[src/rtl/regfile_arbiter_if.sv]
// Bus bundle between the two requesters, the register-file arbiter and the register file.
// The slave modport is the arbiter's view; the master modport is the requester/register-file side.
interface regfile_arbiter_if #(
    parameter int DATA_W = 16,
    parameter int ADDR_W = 3
);
    logic              req0;
    logic              we0;
    logic [ADDR_W-1:0] addr_a0;
    logic [ADDR_W-1:0] addr_b0;
    logic [DATA_W-1:0] wdata0;
    logic              gnt0;
    logic              req1;
    logic              we1;
    logic [ADDR_W-1:0] addr_a1;
    logic [ADDR_W-1:0] addr_b1;
    logic [DATA_W-1:0] wdata1;
    logic              gnt1;
    logic              rsp_valid;
    logic              rsp_id;
    logic [DATA_W-1:0] rsp_data_a;
    logic [DATA_W-1:0] rsp_data_b;
    logic [ADDR_W-1:0] rf_address_a;
    logic [ADDR_W-1:0] rf_address_b;
    logic              rf_write_enable;
    logic [DATA_W-1:0] rf_write_data;
    logic [DATA_W-1:0] rf_data_a;
    logic [DATA_W-1:0] rf_data_b;

    modport slave (
        input  req0, we0, addr_a0, addr_b0, wdata0,
        input  req1, we1, addr_a1, addr_b1, wdata1,
        output gnt0, gnt1,
        output rsp_valid, rsp_id, rsp_data_a, rsp_data_b,
        output rf_address_a, rf_address_b, rf_write_enable, rf_write_data,
        input  rf_data_a, rf_data_b
    );

    modport master (
        output req0, we0, addr_a0, addr_b0, wdata0,
        output req1, we1, addr_a1, addr_b1, wdata1,
        input  gnt0, gnt1,
        input  rsp_valid, rsp_id, rsp_data_a, rsp_data_b,
        input  rf_address_a, rf_address_b, rf_write_enable, rf_write_data,
        output rf_data_a, rf_data_b
    );
endinterface

[src/rtl/regfile_arbiter.sv]
// Round-robin arbiter sharing one register file between two requesters, one op in flight.
// Optional REGFILE_ARB_R0ZERO_EN makes register 0 read as zero and ignore writes.
module regfile_arbiter #(
    parameter int DATA_W = 16,
    parameter int ADDR_W = 3
) (
    input  logic                 clk,
    input  logic                 rst,
    regfile_arbiter_if.slave     bus
);
    typedef enum logic [1:0] {IDLE, ISSUE, RESP} state_t;

    state_t            state_q, state_d;
    logic              last_grant_q, last_grant_d;
    logic              cmd_we_q, cmd_we_d;
    logic              cmd_id_q, cmd_id_d;
    logic [ADDR_W-1:0] cmd_addr_a_q, cmd_addr_a_d;
    logic [ADDR_W-1:0] cmd_addr_b_q, cmd_addr_b_d;
    logic [DATA_W-1:0] cmd_wdata_q, cmd_wdata_d;

    logic              wr_allowed;
    logic              zero_a;
    logic              zero_b;

`ifdef REGFILE_ARB_R0ZERO_EN
    assign wr_allowed = (cmd_addr_a_q != '0);
    assign zero_a     = (cmd_addr_a_q == '0);
    assign zero_b     = (cmd_addr_b_q == '0);
`else
    assign wr_allowed = 1'b1;
    assign zero_a     = 1'b0;
    assign zero_b     = 1'b0;
`endif

    // Address and write data come straight from the command register, so they hold between ops.
    assign bus.rf_address_a  = cmd_addr_a_q;
    assign bus.rf_address_b  = cmd_addr_b_q;
    assign bus.rf_write_data = cmd_wdata_q;

    always_comb begin
        logic win;
        win                 = 1'b0;
        state_d             = state_q;
        last_grant_d        = last_grant_q;
        cmd_we_d            = cmd_we_q;
        cmd_id_d            = cmd_id_q;
        cmd_addr_a_d        = cmd_addr_a_q;
        cmd_addr_b_d        = cmd_addr_b_q;
        cmd_wdata_d         = cmd_wdata_q;
        bus.gnt0            = 1'b0;
        bus.gnt1            = 1'b0;
        bus.rsp_valid       = 1'b0;
        bus.rsp_id          = 1'b0;
        bus.rsp_data_a      = '0;
        bus.rsp_data_b      = '0;
        bus.rf_write_enable = 1'b0;

        case (state_q)
            IDLE: begin
                if (!rst && (bus.req0 || bus.req1)) begin
                    // On a tie the requester not granted last wins.
                    win          = (bus.req0 && bus.req1) ? ~last_grant_q : bus.req1;
                    bus.gnt0     = ~win;
                    bus.gnt1     = win;
                    last_grant_d = win;
                    cmd_id_d     = win;
                    cmd_we_d     = win ? bus.we1     : bus.we0;
                    cmd_addr_a_d = win ? bus.addr_a1 : bus.addr_a0;
                    cmd_addr_b_d = win ? bus.addr_b1 : bus.addr_b0;
                    cmd_wdata_d  = win ? bus.wdata1  : bus.wdata0;
                    state_d      = ISSUE;
                end
            end
            ISSUE: begin
                bus.rf_write_enable = cmd_we_q & ~rst & wr_allowed;
                state_d             = RESP;
            end
            RESP: begin
                if (!rst) begin
                    bus.rsp_valid  = 1'b1;
                    bus.rsp_id     = cmd_id_q;
                    bus.rsp_data_a = zero_a ? '0 : bus.rf_data_a;
                    bus.rsp_data_b = zero_b ? '0 : bus.rf_data_b;
                end
                state_d = IDLE;
            end
            default: state_d = IDLE;
        endcase
    end

    always_ff @(posedge clk) begin
        if (rst) begin
            state_q      <= IDLE;
            last_grant_q <= 1'b1;
            cmd_we_q     <= 1'b0;
            cmd_id_q     <= 1'b0;
            cmd_addr_a_q <= '0;
            cmd_addr_b_q <= '0;
            cmd_wdata_q  <= '0;
        end else begin
            state_q      <= state_d;
            last_grant_q <= last_grant_d;
            cmd_we_q     <= cmd_we_d;
            cmd_id_q     <= cmd_id_d;
            cmd_addr_a_q <= cmd_addr_a_d;
            cmd_addr_b_q <= cmd_addr_b_d;
            cmd_wdata_q  <= cmd_wdata_d;
        end
    end
endmodule

[src/flat_wrapper.sv]
// flat-port wrapper written by rule: the top's interface ports become plain ports
module regfile_arbiter_flat 
#(
    parameter int DATA_W = 16,
    parameter int ADDR_W = 3
)
  (clk, rst, bus_req0, bus_we0, bus_addr_a0, bus_addr_b0, bus_wdata0, bus_req1, bus_we1, bus_addr_a1, bus_addr_b1, bus_wdata1, bus_gnt0, bus_gnt1, bus_rsp_valid, bus_rsp_id, bus_rsp_data_a, bus_rsp_data_b, bus_rf_address_a, bus_rf_address_b, bus_rf_write_enable, bus_rf_write_data, bus_rf_data_a, bus_rf_data_b);
  regfile_arbiter_if #(.DATA_W(DATA_W), .ADDR_W(ADDR_W)) bus_i ();
  input  logic clk;
  input  logic rst;
  input wire logic [$bits(bus_i.req0)-1:0] bus_req0;
  input wire logic [$bits(bus_i.we0)-1:0] bus_we0;
  input wire logic [$bits(bus_i.addr_a0)-1:0] bus_addr_a0;
  input wire logic [$bits(bus_i.addr_b0)-1:0] bus_addr_b0;
  input wire logic [$bits(bus_i.wdata0)-1:0] bus_wdata0;
  input wire logic [$bits(bus_i.req1)-1:0] bus_req1;
  input wire logic [$bits(bus_i.we1)-1:0] bus_we1;
  input wire logic [$bits(bus_i.addr_a1)-1:0] bus_addr_a1;
  input wire logic [$bits(bus_i.addr_b1)-1:0] bus_addr_b1;
  input wire logic [$bits(bus_i.wdata1)-1:0] bus_wdata1;
  output wire logic [$bits(bus_i.gnt0)-1:0] bus_gnt0;
  output wire logic [$bits(bus_i.gnt1)-1:0] bus_gnt1;
  output wire logic [$bits(bus_i.rsp_valid)-1:0] bus_rsp_valid;
  output wire logic [$bits(bus_i.rsp_id)-1:0] bus_rsp_id;
  output wire logic [$bits(bus_i.rsp_data_a)-1:0] bus_rsp_data_a;
  output wire logic [$bits(bus_i.rsp_data_b)-1:0] bus_rsp_data_b;
  output wire logic [$bits(bus_i.rf_address_a)-1:0] bus_rf_address_a;
  output wire logic [$bits(bus_i.rf_address_b)-1:0] bus_rf_address_b;
  output wire logic [$bits(bus_i.rf_write_enable)-1:0] bus_rf_write_enable;
  output wire logic [$bits(bus_i.rf_write_data)-1:0] bus_rf_write_data;
  input wire logic [$bits(bus_i.rf_data_a)-1:0] bus_rf_data_a;
  input wire logic [$bits(bus_i.rf_data_b)-1:0] bus_rf_data_b;
  assign bus_i.req0 = bus_req0;
  assign bus_i.we0 = bus_we0;
  assign bus_i.addr_a0 = bus_addr_a0;
  assign bus_i.addr_b0 = bus_addr_b0;
  assign bus_i.wdata0 = bus_wdata0;
  assign bus_i.req1 = bus_req1;
  assign bus_i.we1 = bus_we1;
  assign bus_i.addr_a1 = bus_addr_a1;
  assign bus_i.addr_b1 = bus_addr_b1;
  assign bus_i.wdata1 = bus_wdata1;
  assign bus_gnt0 = bus_i.gnt0;
  assign bus_gnt1 = bus_i.gnt1;
  assign bus_rsp_valid = bus_i.rsp_valid;
  assign bus_rsp_id = bus_i.rsp_id;
  assign bus_rsp_data_a = bus_i.rsp_data_a;
  assign bus_rsp_data_b = bus_i.rsp_data_b;
  assign bus_rf_address_a = bus_i.rf_address_a;
  assign bus_rf_address_b = bus_i.rf_address_b;
  assign bus_rf_write_enable = bus_i.rf_write_enable;
  assign bus_rf_write_data = bus_i.rf_write_data;
  assign bus_i.rf_data_a = bus_rf_data_a;
  assign bus_i.rf_data_b = bus_rf_data_b;
  regfile_arbiter #(.DATA_W(DATA_W), .ADDR_W(ADDR_W)) u_core (.clk(clk), .rst(rst), .bus(bus_i));
endmodule
[config.mk]
export PLATFORM = sky130hd
export DESIGN_NAME = regfile_arbiter_flat
export DESIGN_NICKNAME = d
export VERILOG_FILES = /design/src/rtl/regfile_arbiter_if.sv /design/src/rtl/regfile_arbiter.sv /design/src/flat_wrapper.sv
export SDC_FILE = /design/constraint.sdc
export NUM_CORES = 1
export LEC_CHECK = 0
export ABC_AREA = 1
export CAP_MARGIN = 30
export CORE_MARGIN = 3
export CORE_UTILIZATION = 30
export DETAILED_ROUTE_END_ITERATION = 12
export GPL_ROUTABILITY_DRIVEN = 0
export PLACE_DENSITY = 0.89
export SETUP_SLACK_MARGIN = 0.4
export SLEW_MARGIN = 10
export SYNTH_ARGS = -nofsm -noshare
export SYNTH_HDL_FRONTEND = slang
export SYNTH_SLANG_ARGS = --single-unit
[constraint.sdc]
create_clock -name clk -period 1.4 [get_ports clk]
set_clock_uncertainty 0.15 [all_clocks]
set_input_delay 0.21 -clock clk [delete_from_list [all_inputs] [get_ports clk]]
set_output_delay 0.21 -clock clk [all_outputs]
set_load 0.1 [all_outputs]
==> summary.txt, run 1 <==
Synthesis
  • YS warnings: 0
  • Cell variety after synth: 18
  • Gate count of the mapped netlist: 271
  • Main combinational cell family by area after synthesis: simple AND/OR/NAND/NOR gates
  • Synth Area in Compound Gates: under 10%
  • Synth Area in Adders: 0%
  • Synth top area share: 33.2%
  • Avg Cell Area, Syn: 6.00 um2
  • XOR/XNOR Fraction of Synth Area: 0%
  • Post-synthesis mux area share: 0%
  • Seq cells post-synth: 27
  • Most area-hungry cell type in the Yosys netlist: dfxtp_1
  • Synth area leaders: dfxtp_1 (33%), nand2_1 (22%), inv_1 (8.8%), nor2_1 (8.3%), nand3_1 (7.7%)
  • Simple-Gate Fraction of Synth Area: between 40% and 50%
  • Register area share after synthesis: about 33%
  • Syn Nets: between 300 and 400
  • Post-Syn Area: between 1500 and 2000 um2

CTS
  • Worst-skew pair later-pin latency: roughly 0.29 ns
  • TritonCTS clock tree: built
  • CTS buffer count: 3
  • Htree depth: 1
  • Clock root cell: clkbuf_8
  • CTS clk-pin slew, worst paths: 0.13 ns
  • CTS max path bufs: 2
  • CTS sink count: 27
  • Post-CTS Hold Fix Bufs: 0

Placement
  • Dpl cell area: between 4000 and 5000 um2
  • Placement Setup Slack: -0.518 ns
  • Post-DP HPWL: about 5.6 mm
  • Buffers on Ports: 140

GRT
  • GR Util All Layers: about a quarter
  • Vias in the first global route: between 2,000 and 3,000
  • Global route overflow: 0
  • Largest net degree at the start of global routing: 24
  • First-pass GRT wire length: 13.0 mm
  • Initial antenna violation count: 0

Route
  • Met3 wire length: roughly 800 um
  • Met1 WL: ~3.6 mm
  • Post-DRT Antenna Nets: 0
  • Wire length on met2: 6.25 mm
  • Total Wirelength: roughly 11 mm
  • DR top layer: met4
  • DRT iter0 DRCs: around 120
  • DRC violations left: 0
  • Vias: between 2,000 and 3,000
  • DR pass1 iterations: 4
  • Post-DR vias/cell: 5.13
  • Per-cell routed wire length: 21.6 um

Power and ir drop
  • Maximum vdd ir drop: 0.000573 V
  • Leak Pwr: roughly 0.0022 uW
  • Pwr dens: roughly 660 nW/um2

Floorplanning
  • Die ar.: approximately 6300 um2
  • Std-Cell Rows: 26
  • Chip width: between 70 and 80 um
  • Die Y: 79.6 um
  • IO Pins: approximately 140
  • Initial Utilization: roughly a third
  • Core ar.: ~5200 um2

Setup path
  • Critical Path RT: around 1.0 ns
  • CP max stage cell: dfxtp_4
  • Crit path arrival time: roughly 1.5 ns
  • Setup Crit Path Kind: reg -> out
  • Worst path top cell family by delay: simple AND/OR/NAND/NOR gates
  • Crit path buf inv count: 3
  • WP depth: 7
  • CP Max Fanout: 3
  • CP peak stage delay: roughly 0.38 ns
  • Reg2Reg Depth: 11
  • CP most frequent cell: nor2_4
  • Startpoint Class: flop
  • Crit path capture type: primary output
  • Worst path cell trace: buf_6 -> nor2_4 -> nand2_4 -> nor2_4 -> nand2_2 -> clkinvlp_4 -> buf_12

Timing
  • Final period util: 132%
  • Worst Slack Setup Final: -0.442 ns
  • FMAX: ~540 MHz
  • Final hold violations: 0
  • Final setup fails: 63
  • Setup TNS: -20.67 ns
  • Fin. max-slew vios: 0
  • Final min period: around 1.8 ns
  • RSZ-0062 raised after global routing: true
  • Worst relative slew slack: approximately 80%
  • Measured slew at the worst slew-check pin: 0.296 ns

Hold path
  • Hold path depth: 3
  • Hold Crit Class: in -> reg

Run
  • Maximum capacitance violations: 0

Status
  • Failing checks: setup timing
  • Run status: finished with violations

Finish
  • Commonest non-fill, non-tap cell in the layout: clkdlybuf4s50_1
  • Highest-count cells in the layout ignoring fill and taps: clkdlybuf4s50_1 (78), nand2_1 (70), buf_12 (67)
  • Fraction of layout cells with a size suffix above 1: between 50% and 60%
  • Post-route cell area: 4860 um2
  • ANT cells: 0
  • Final net count: ~530
  • Area delta synth->final: 199%
[area by class of cell]
| class | instances | area [um2] |
|---|---|---|
| clock buffers | 3 | 41.3 |
| clock inverters | 1 | 6.26 |
| fillers | 137 | 312 |
| inverters | 38 | 155 |
| multi-input cells | 189 | 1350 |
| flip-flops and latches | 27 | 589 |
| well taps | 70 | 87.6 |
| repair buffers | 190 | 2630 |
[power by group]
group / switching [uW] / internal [uW]
Combinational: 1010 / 775
Clock: 318 / 206
Sequential: 61.0 / 824
Total: 1390 / 1810
[path summary, 6_finish.rpt]
| path | startpoint | endpoint | slack [ns] |
|---|---|---|---|
| setup reg to reg | u_core.state_q[1] | u_core.cmd_we_q | -0.44 |
| setup / recovery | u_core.state_q[1] | bus_gnt1 | -0.44 |
| hold reg to reg | u_core.bus.rf_write_data[15] | u_core.bus.rf_write_data[15] | 0.36 |
| hold / removal | rst | u_core.bus.rf_write_data[6] | 0.33 |
[what timing repair did]
item                                    4_1_cts  5_1_grt
endpoints found under the setup margin       86       85
pin swaps                                    20       36
gates cloned                                  4        1
buffers inserted                             17        7
resized for setup                            53       53
hold endpoints to repair                      0        0
[registers in the layout, summed over array words and instances (netlist names)]
name	count
u_core.bus.rf_address_b	3
u_core.cmd_id_q	1
u_core.state_q	2
u_core.bus.rf_address_a	3
u_core.last_grant_q	1
u_core.cmd_we_q	1
u_core.bus.rf_write_data	16
[metrics by stage]
stage	hold WS [ns]	utilization, %	power, uW	std cells
global placement	0.305	79.4	2250	485
floorplan	0.262	-	1690	271
CTS	0.322	88.6	2920	510
detailed placement	0.303	79.4	2280	485
finish	0.332	94.0	3190	518
global route	0.338	94.0	3270	518
[cells in the mapped netlist (all sizes together)]
cell type,number
inv,38
dfxtp,27
a21oi,23
nand3,25
nand2,98
buf,15
nor3,1
clkbuf,2
o21ai,1
nor2,40
and3,1
[cell families after synthesis]
family,count (synthesis)
and+or+nand+nor,165
buffers and inverters,55
DFF,27
AOI/OAI and AO/OA,24
[routing by layer]
layer,vias to the layer above,GRT usage (%)
met1,1281,26.2
met2,165,53.2
met3,44,7.00
met4,0,7.73
met5,-,0
li1,1169,-
[worst min-delay path, stage by stage]
cell	delay [ns]
dlygate4sd2_1	0.31
buf_6	0.21
a21oi_2	0.04
(Power assumes the default switching activity.)
==> run 2: changes to the inputs <==
==> constraint.sdc (replaced) <==
create_clock -name clk -period 2.1 [get_ports clk]
set_clock_uncertainty 0.15 [all_clocks]
set_input_delay 0.315 -clock clk [delete_from_list [all_inputs] [get_ports clk]]
set_output_delay 0.315 -clock clk [all_outputs]
set_load 0.1 [all_outputs]
==> summary.txt, run 2 (same netlist as run 1, synthesis figures left out) <==
Power and ir drop
  • Sequential share of power: 33.0% (+5.3 points)
  • Logic gate share of total power: 50.3% (-5.6 points)
  • Internal cell power: 1010 uW (-44%)
  • Clock power share: 16.7% (+0.3 points)
  • Switching power: 709 uW (-49%)
  • Leak Pwr: 0.00173 uW (-20%)
  • Sw Share: 41.2% (-2.3 points)
  • Pwr dens: 436 nW/um2 (-34%)
  • Maximum vdd ir drop: 0.000297 V (-48%)

Setup path
  • Worst path cell trace: inv_2 -> nand3_4 -> buf_4 -> buf_12 -> nor2_4 -> buf_12
  • CP most frequent cell: buf_12
  • Startpoint Class: flop
  • Critical Path RT: 1.63 ns (+0.59 ns)
  • Setup slack, reg-to-reg: 0.60 ns (+1.04 ns)
  • Reg2Reg Capture Point: u_core.bus.rf_address_a[1]
  • CP max stage cell: dfxtp_2
  • Setup Crit Path Kind: reg -> out
  • CP peak stage delay: 0.33 ns (-0.05 ns)
  • Critical R2R Launch: u_core.state_q[1]
  • CP Max Fanout: 7 (+4)
  • Reg2Reg Depth: 7 (-4)
  • Crit path capture type: primary output
  • Crit path arrival time: 1.40 ns (-0.08 ns)

Floorplanning
  • Std-Cell Rows: 26 (unchanged)
  • IO Pins: 141 (unchanged)
  • Initial Utilization: 31.4% (unchanged)
  • Die Y: 79.6 um (unchanged)
  • Die ar.: 6340 um2 (unchanged)
  • Core ar.: 5170 um2 (unchanged)
  • Chip width: 79.6 um (unchanged)

CTS
  • Htree depth: 1 (unchanged)
  • CTS clk-pin slew, worst paths: 0.09 ns (-0.04 ns)
  • CTS buffer count: 3 (unchanged)
  • Clock root cell: clkbuf_8
  • TritonCTS clock tree: built
  • Worst-skew pair later-pin latency: 0.27 ns (-0.02 ns)
  • Post-CTS Hold Fix Bufs: 0 (unchanged)
  • CTS max path bufs: 2 (unchanged)
  • CTS sink count: 27 (unchanged)

Placement
  • Dpl cell area: 3700 um2 (-9.8%)
  • Post-DP HPWL: 5.15 mm (-8.3%)
  • Buffers on Ports: 140 (unchanged)

Timing
  • RSZ-0062 raised after global routing: true
  • Final setup fails: 0 (-100%)
  • Final period util: between 80% and 90%
  • Setup TNS: 0 ns (+20.67 ns)
  • Final hold violations: 0 (unchanged)
  • Worst relative slew slack: 80.9% (+0.66 points)
  • Fin. max-slew vios: 0 (unchanged)
  • FMAX: between 500 and 600 MHz
  • Measured slew at the worst slew-check pin: 0.288 ns (-0.00758 ns)
  • Final min period: between 1.5 and 2 ns

Route
  • Total Wirelength: 6.53 mm (-42%)
  • Post-DRT Antenna Nets: 0 (unchanged)
  • Vias: 2,247 (-15%)
  • Per-cell routed wire length: 13.3 um (-39%)
  • DRT iter0 DRCs: 48 (-61%)
  • DRC violations left: 0 (unchanged)
  • Post-DR vias/cell: 4.57 (-11%)
  • DR pass1 iterations: 4 (unchanged)

Finish
  • Final net count: 505 (-4.9%)
  • Footprint of the multi-input gates: 1120 um2 (-17%)
  • Fraction of layout cells with a size suffix above 1: 33.9% (-19 points)
  • Post-route cell area: 3950 um2 (-19%)
  • Highest-count cells in the layout ignoring fill and taps: nand2_1 (93), clkdlybuf4s50_1 (78), buf_12 (40)
  • Final core utilization: 76.3% (-18 points)
  • Max FFs per register: 16 (unchanged)
  • ANT cells: 0 (unchanged)
  • Reg area: 547 um2 (-7.2%)
  • Layout fillers: 361 (+160%)
  • Area delta synth->final: 143%
  • Commonest non-fill, non-tap cell in the layout: nand2_1

Run
  • Maximum capacitance violations: 0 (unchanged)

Status
  • Run status: complete, no violations

Hold path
  • Hold path endpoint: u_core.last_grant_q
  • Hold path depth: 3 (unchanged)
  • Hold Crit Class: in -> reg
  • HP Start: rst

GRT
  • Largest net degree at the start of global routing: 26 (+8.3%)
  • Global route overflow: 0 (unchanged)
  • Initial antenna violation count: 0 (unchanged)
  • First-pass GRT wire length: 10.5 mm (-19%)
  • GR Util All Layers: 20.8% (-5.8 points)
  • Vias in the first global route: 2,256 (-11%)
[run 2: cell count changes in the layout (fill, tap and decap cells not counted), moves of 6 or more]
| cell | delta |
|---|---|
| nand2_1 | +23 |
| dfxtp_2 | -16 |
| dfxtp_4 | -6 |
| dfxtp_1 | +22 |
| nand2_4 | -21 |
| buf_4 | +14 |
| a21oi_2 | -19 |
| buf_12 | -27 |
| a21oi_1 | +19 |
| buf_6 | -8 |
[run 2: worst max path at each step]
stage / slack (ns) / endpoint / cells past startpoint / start
finish: 0.24 / bus_rsp_data_b[10] / 6 / u_core.state_q[0]
global placement: 0.01 / bus_gnt1 / 8 / rst
global route: 0.18 / bus_rsp_data_a[1] / 6 / u_core.state_q[0]
CTS: 0.25 / bus_rsp_data_b[10] / 6 / u_core.state_q[0]
detailed placement: -0.03 / bus_gnt1 / 8 / rst
floorplan: 0.24 / bus_rsp_data_a[0] / 5 / rst
[run 2: repair_timing]
action | CTS | global route
setup endpoints to repair | 61 | 37
cloned | 2 | 0
gates resized for setup | 16 | 5
setup buffers | 12 | 0
pin swaps | 10 | 6
[run 2: stage by stage]
step	worst slack [ns]	std cells	power, uW	hold WS [ns]
2_1_floorplan	0.245	271	1120	0.289
3_3_place_gp	0.0120	474	1390	0.302
6_report	0.238	492	1720	0.305
3_5_place_dp	-0.0309	474	1410	0.306
5_1_grt	0.176	492	1800	0.302
4_1_cts	0.254	492	1730	0.289
[run 2: per-layer routing]
| layer | GRT usage (%) | part of all wire [%] | vias up |
|---|---|---|---|
| met5 | 0 | 0 | - |
| li1 | - | - | 1114 |
| met4 | 4.98 | 1.4 | 0 |
| met1 | 22.0 | 36 | 1007 |
| met2 | 40.6 | 53 | 116 |
| met3 | 4.97 | 9.5 | 10 |
[run 2: final cells by class]
cell class,count,area share [%]
Timing Repair Buffer,164,50.5
Multi-Input combinational cell,189,28.4
Sequential cell,27,13.9
Inverter,38,3.93
Tap cell,70,2.22
Clock buffer,4,1.14
[run 2: worst max-delay path: cells and delay by family (launching register included)]
family                 cells  cell delay [ns]
and+or+nand+nor            2             0.22
buffers and inverters      4             0.56
DFF                        1             0.33
[run 2: power by group through the flow]
stage               combinational (uW)  sequential [uW]  clock, uW
CTS                                866              566        297
detailed placement                 831              578          0
floorplan                          346              770          0
global route                       914              572        318
global placement                   816              577          0
finish                             866              567        287
==> run 3: changes to the inputs <==
--- a/config.mk
+++ b/config.mk
@@ -12,7 +12,7 @@
 export DETAILED_ROUTE_END_ITERATION = 12
 export GPL_ROUTABILITY_DRIVEN = 0
 export PLACE_DENSITY = 0.89
-export SETUP_SLACK_MARGIN = 0.4
+export SETUP_SLACK_MARGIN = 0.2
 export SLEW_MARGIN = 10
 export SYNTH_ARGS = -nofsm -noshare
 export SYNTH_HDL_FRONTEND = slang
==> summary.txt, run 3 (same netlist as run 1, synthesis figures left out) <==
Status
  • Run status: complete, no violations

CTS
  • CTS max path bufs: 2 (unchanged)
  • CTS buffer count: 3 (unchanged)
  • Worst-skew pair later-pin latency: 0.26 ns (about the same)
  • CTS sink count: 27 (unchanged)
  • Clock root cell: clkbuf_8
  • CTS clk-pin slew, worst paths: 0.09 ns (about the same)
  • Htree depth: 1 (unchanged)
  • TritonCTS clock tree: built

Floorplanning
  • Initial Utilization: 31.4% (unchanged)
  • Std-Cell Rows: 26 (unchanged)
  • Die ar.: 6340 um2 (unchanged)
  • IO Pins: 141 (unchanged)
  • Die Y: 79.6 um (unchanged)
  • Core ar.: 5170 um2 (unchanged)
  • Chip width: 79.6 um (unchanged)

Power and ir drop
  • Leak Pwr: 0.00167 uW (-3.8%)
  • Maximum vdd ir drop: 0.000281 V (-5.3%)
  • Pwr dens: 446 nW/um2 (+2.2%)
  • Tot Pwr: 1690 uW (-1.6%)

Timing
  • Fin. max-slew vios: 0 (unchanged)
  • Final setup fails: 0 (unchanged)
  • Final hold violations: 0 (unchanged)
  • RSZ-0062 raised after global routing: false
  • Worst relative slew slack: 80.3% (-0.69 points)
  • Setup TNS: 0 ns (unchanged)
  • Measured slew at the worst slew-check pin: 0.299 ns (+0.0104 ns)
  • Final min period: 1.85 ns (-0.00843 ns)
  • FMAX: 539 MHz (+0.45%)
  • Fin Hold WS: 0.318 ns (+0.0136 ns)
  • Final period util: 88.3% (-0.40 points)

Setup path
  • Startpoint Class: input pin
  • CP peak stage delay: 0.26 ns (-0.07 ns)
  • Worst path cell trace: dlygate4sd2_1 -> inv_2 -> nand3_4 -> buf_12 -> nor2_4 -> buf_12
  • CP max stage cell: dlygate4sd2_1
  • Critical R2R Launch: u_core.state_q[0]
  • CP Max Fanout: 8 (+1)
  • Setup Crit Path Kind: in -> out
  • Setup slack, reg-to-reg: 0.71 ns (+0.11 ns)
  • CP most frequent cell: buf_12
  • Critical Path RT: 1.63 ns (about the same)
  • Crit path arrival time: 1.39 ns (about the same)
  • Reg2Reg Capture Point: u_core.bus.rf_write_data[0]
  • Crit path capture type: primary output
  • Reg2Reg Depth: 7 (unchanged)

Finish
  • ANT cells: 0 (unchanged)
  • Footprint of the multi-input gates: 1080 um2 (-3.1%)
  • Commonest non-fill, non-tap cell in the layout: nand2_1
  • Area delta synth->final: 134%
  • Layout fillers: 386 (+6.9%)
  • Final net count: 498 (-1.4%)
  • Reg area: 546 um2 (-0.23%)
  • Final core utilization: 73.5% (-2.8 points)
  • Highest-count cells in the layout ignoring fill and taps: nand2_1 (94), clkdlybuf4s50_1 (78), buf_12 (38)
  • Fraction of layout cells with a size suffix above 1: 31.6% (-2.3 points)
  • Max FFs per register: 16 (unchanged)

Placement
  • Post-DP HPWL: 5.43 mm (+5.5%)
  • Buffers on Ports: 140 (unchanged)

Route
  • Post-DR vias/cell: 4.55 (-0.36%)
  • Vias: 2,207 (-1.8%)
  • Post-DRT Antenna Nets: 0 (unchanged)
  • DRT iter0 DRCs: 81 (+69%)
  • DR pass1 iterations: 4 (unchanged)
  • Per-cell routed wire length: 14.0 um (+5.3%)
  • Total Wirelength: 6.78 mm (+3.8%)
  • DRC violations left: 0 (unchanged)

GRT
  • GR Util All Layers: 20.8% (+0.042 points)
  • Initial antenna violation count: 0 (unchanged)
  • First-pass GRT wire length: 10.6 mm (+0.92%)
  • Largest net degree at the start of global routing: 26 (unchanged)
  • Vias in the first global route: 2,134 (-5.4%)
  • Global route overflow: 0 (unchanged)

Hold path
  • Hold path endpoint: u_core.bus.rf_write_data[1]
  • Hold Crit Class: reg -> reg
  • HP Start: u_core.bus.rf_write_data[1]
  • Hold path depth: 2 (-1)

Run
  • Maximum capacitance violations: 0 (unchanged)
[run 3: cell types whose count changed in the layout (fill, tap and decap cells not counted), sizes merged]
cell           before  now
clkdlybuf4s15       1    0
buf                83   76
dlygate4sd2         2    3
[run 3: final cells by class]
class	instances	area share [%]
Inverter	38	3.95
Clock buffer	4	1.19
Timing Repair Buffer	157	49.7
Multi-Input combinational cell	189	28.5
Sequential cell	27	14.4
Tap cell	70	2.30
[run 3: how the worst max path moves through the flow]
| stage | endpoint | startpoint | slack [ns] |
|---|---|---|---|
| 3_5_place_dp | bus_rsp_data_b[15] | rst | 0.03 |
| 3_3_place_gp | bus_rsp_data_b[0] | rst | 0.08 |
| 6_report | bus_rsp_data_b[3] | rst | 0.25 |
| 2_1_floorplan | bus_rsp_data_a[15] | rst | 0.1 |
| 4_1_cts | bus_rsp_data_b[3] | u_core.state_q[0] | 0.21 |
| 5_1_grt | bus_rsp_data_b[3] | u_core.state_q[1] | 0.20 |
[run 3: metrics by stage]
step / worst slack (ns) / instance area, um2 / cells
after floorplan: 0.0992 / 1890 / 271
after global placement: 0.0762 / 3680 / 477
after detailed placement: 0.0256 / 3680 / 477
after CTS: 0.214 / 3780 / 483
after global routing: 0.202 / 3800 / 485
final: 0.246 / 3800 / 485
[run 3: repair_timing]
item / 4_1_cts / 5_1_grt
setup endpoints to repair: 37 / 31
pin swaps: 1 / 3
gates cloned: 1 / 0
setup buffers: 1 / 2
hold buffers: 0 / 0
resized for setup: 13 / 2
[run 3: power breakdown]
group,leakage (uW),internal [uW],switching [uW]
Clock,0.0000228,136,152
Sequential,0.000222,547,20.2
Combinational,0.00142,310,529
[run 3: worst max-delay path, delay by kind of cell]
kind                   cells  cell delay [ns]
buffers and inverters      4             0.75
and+or+nand+nor            2             0.31
[run 3: per-layer routing]
layer	vias up	global-route usage [%]	routed length [um]
met5	-	0	0
met4	0	2.06	19
met3	4	5.76	647
met2	96	40.9	3560
met1	1005	22.6	2550
li1	1102	-	-
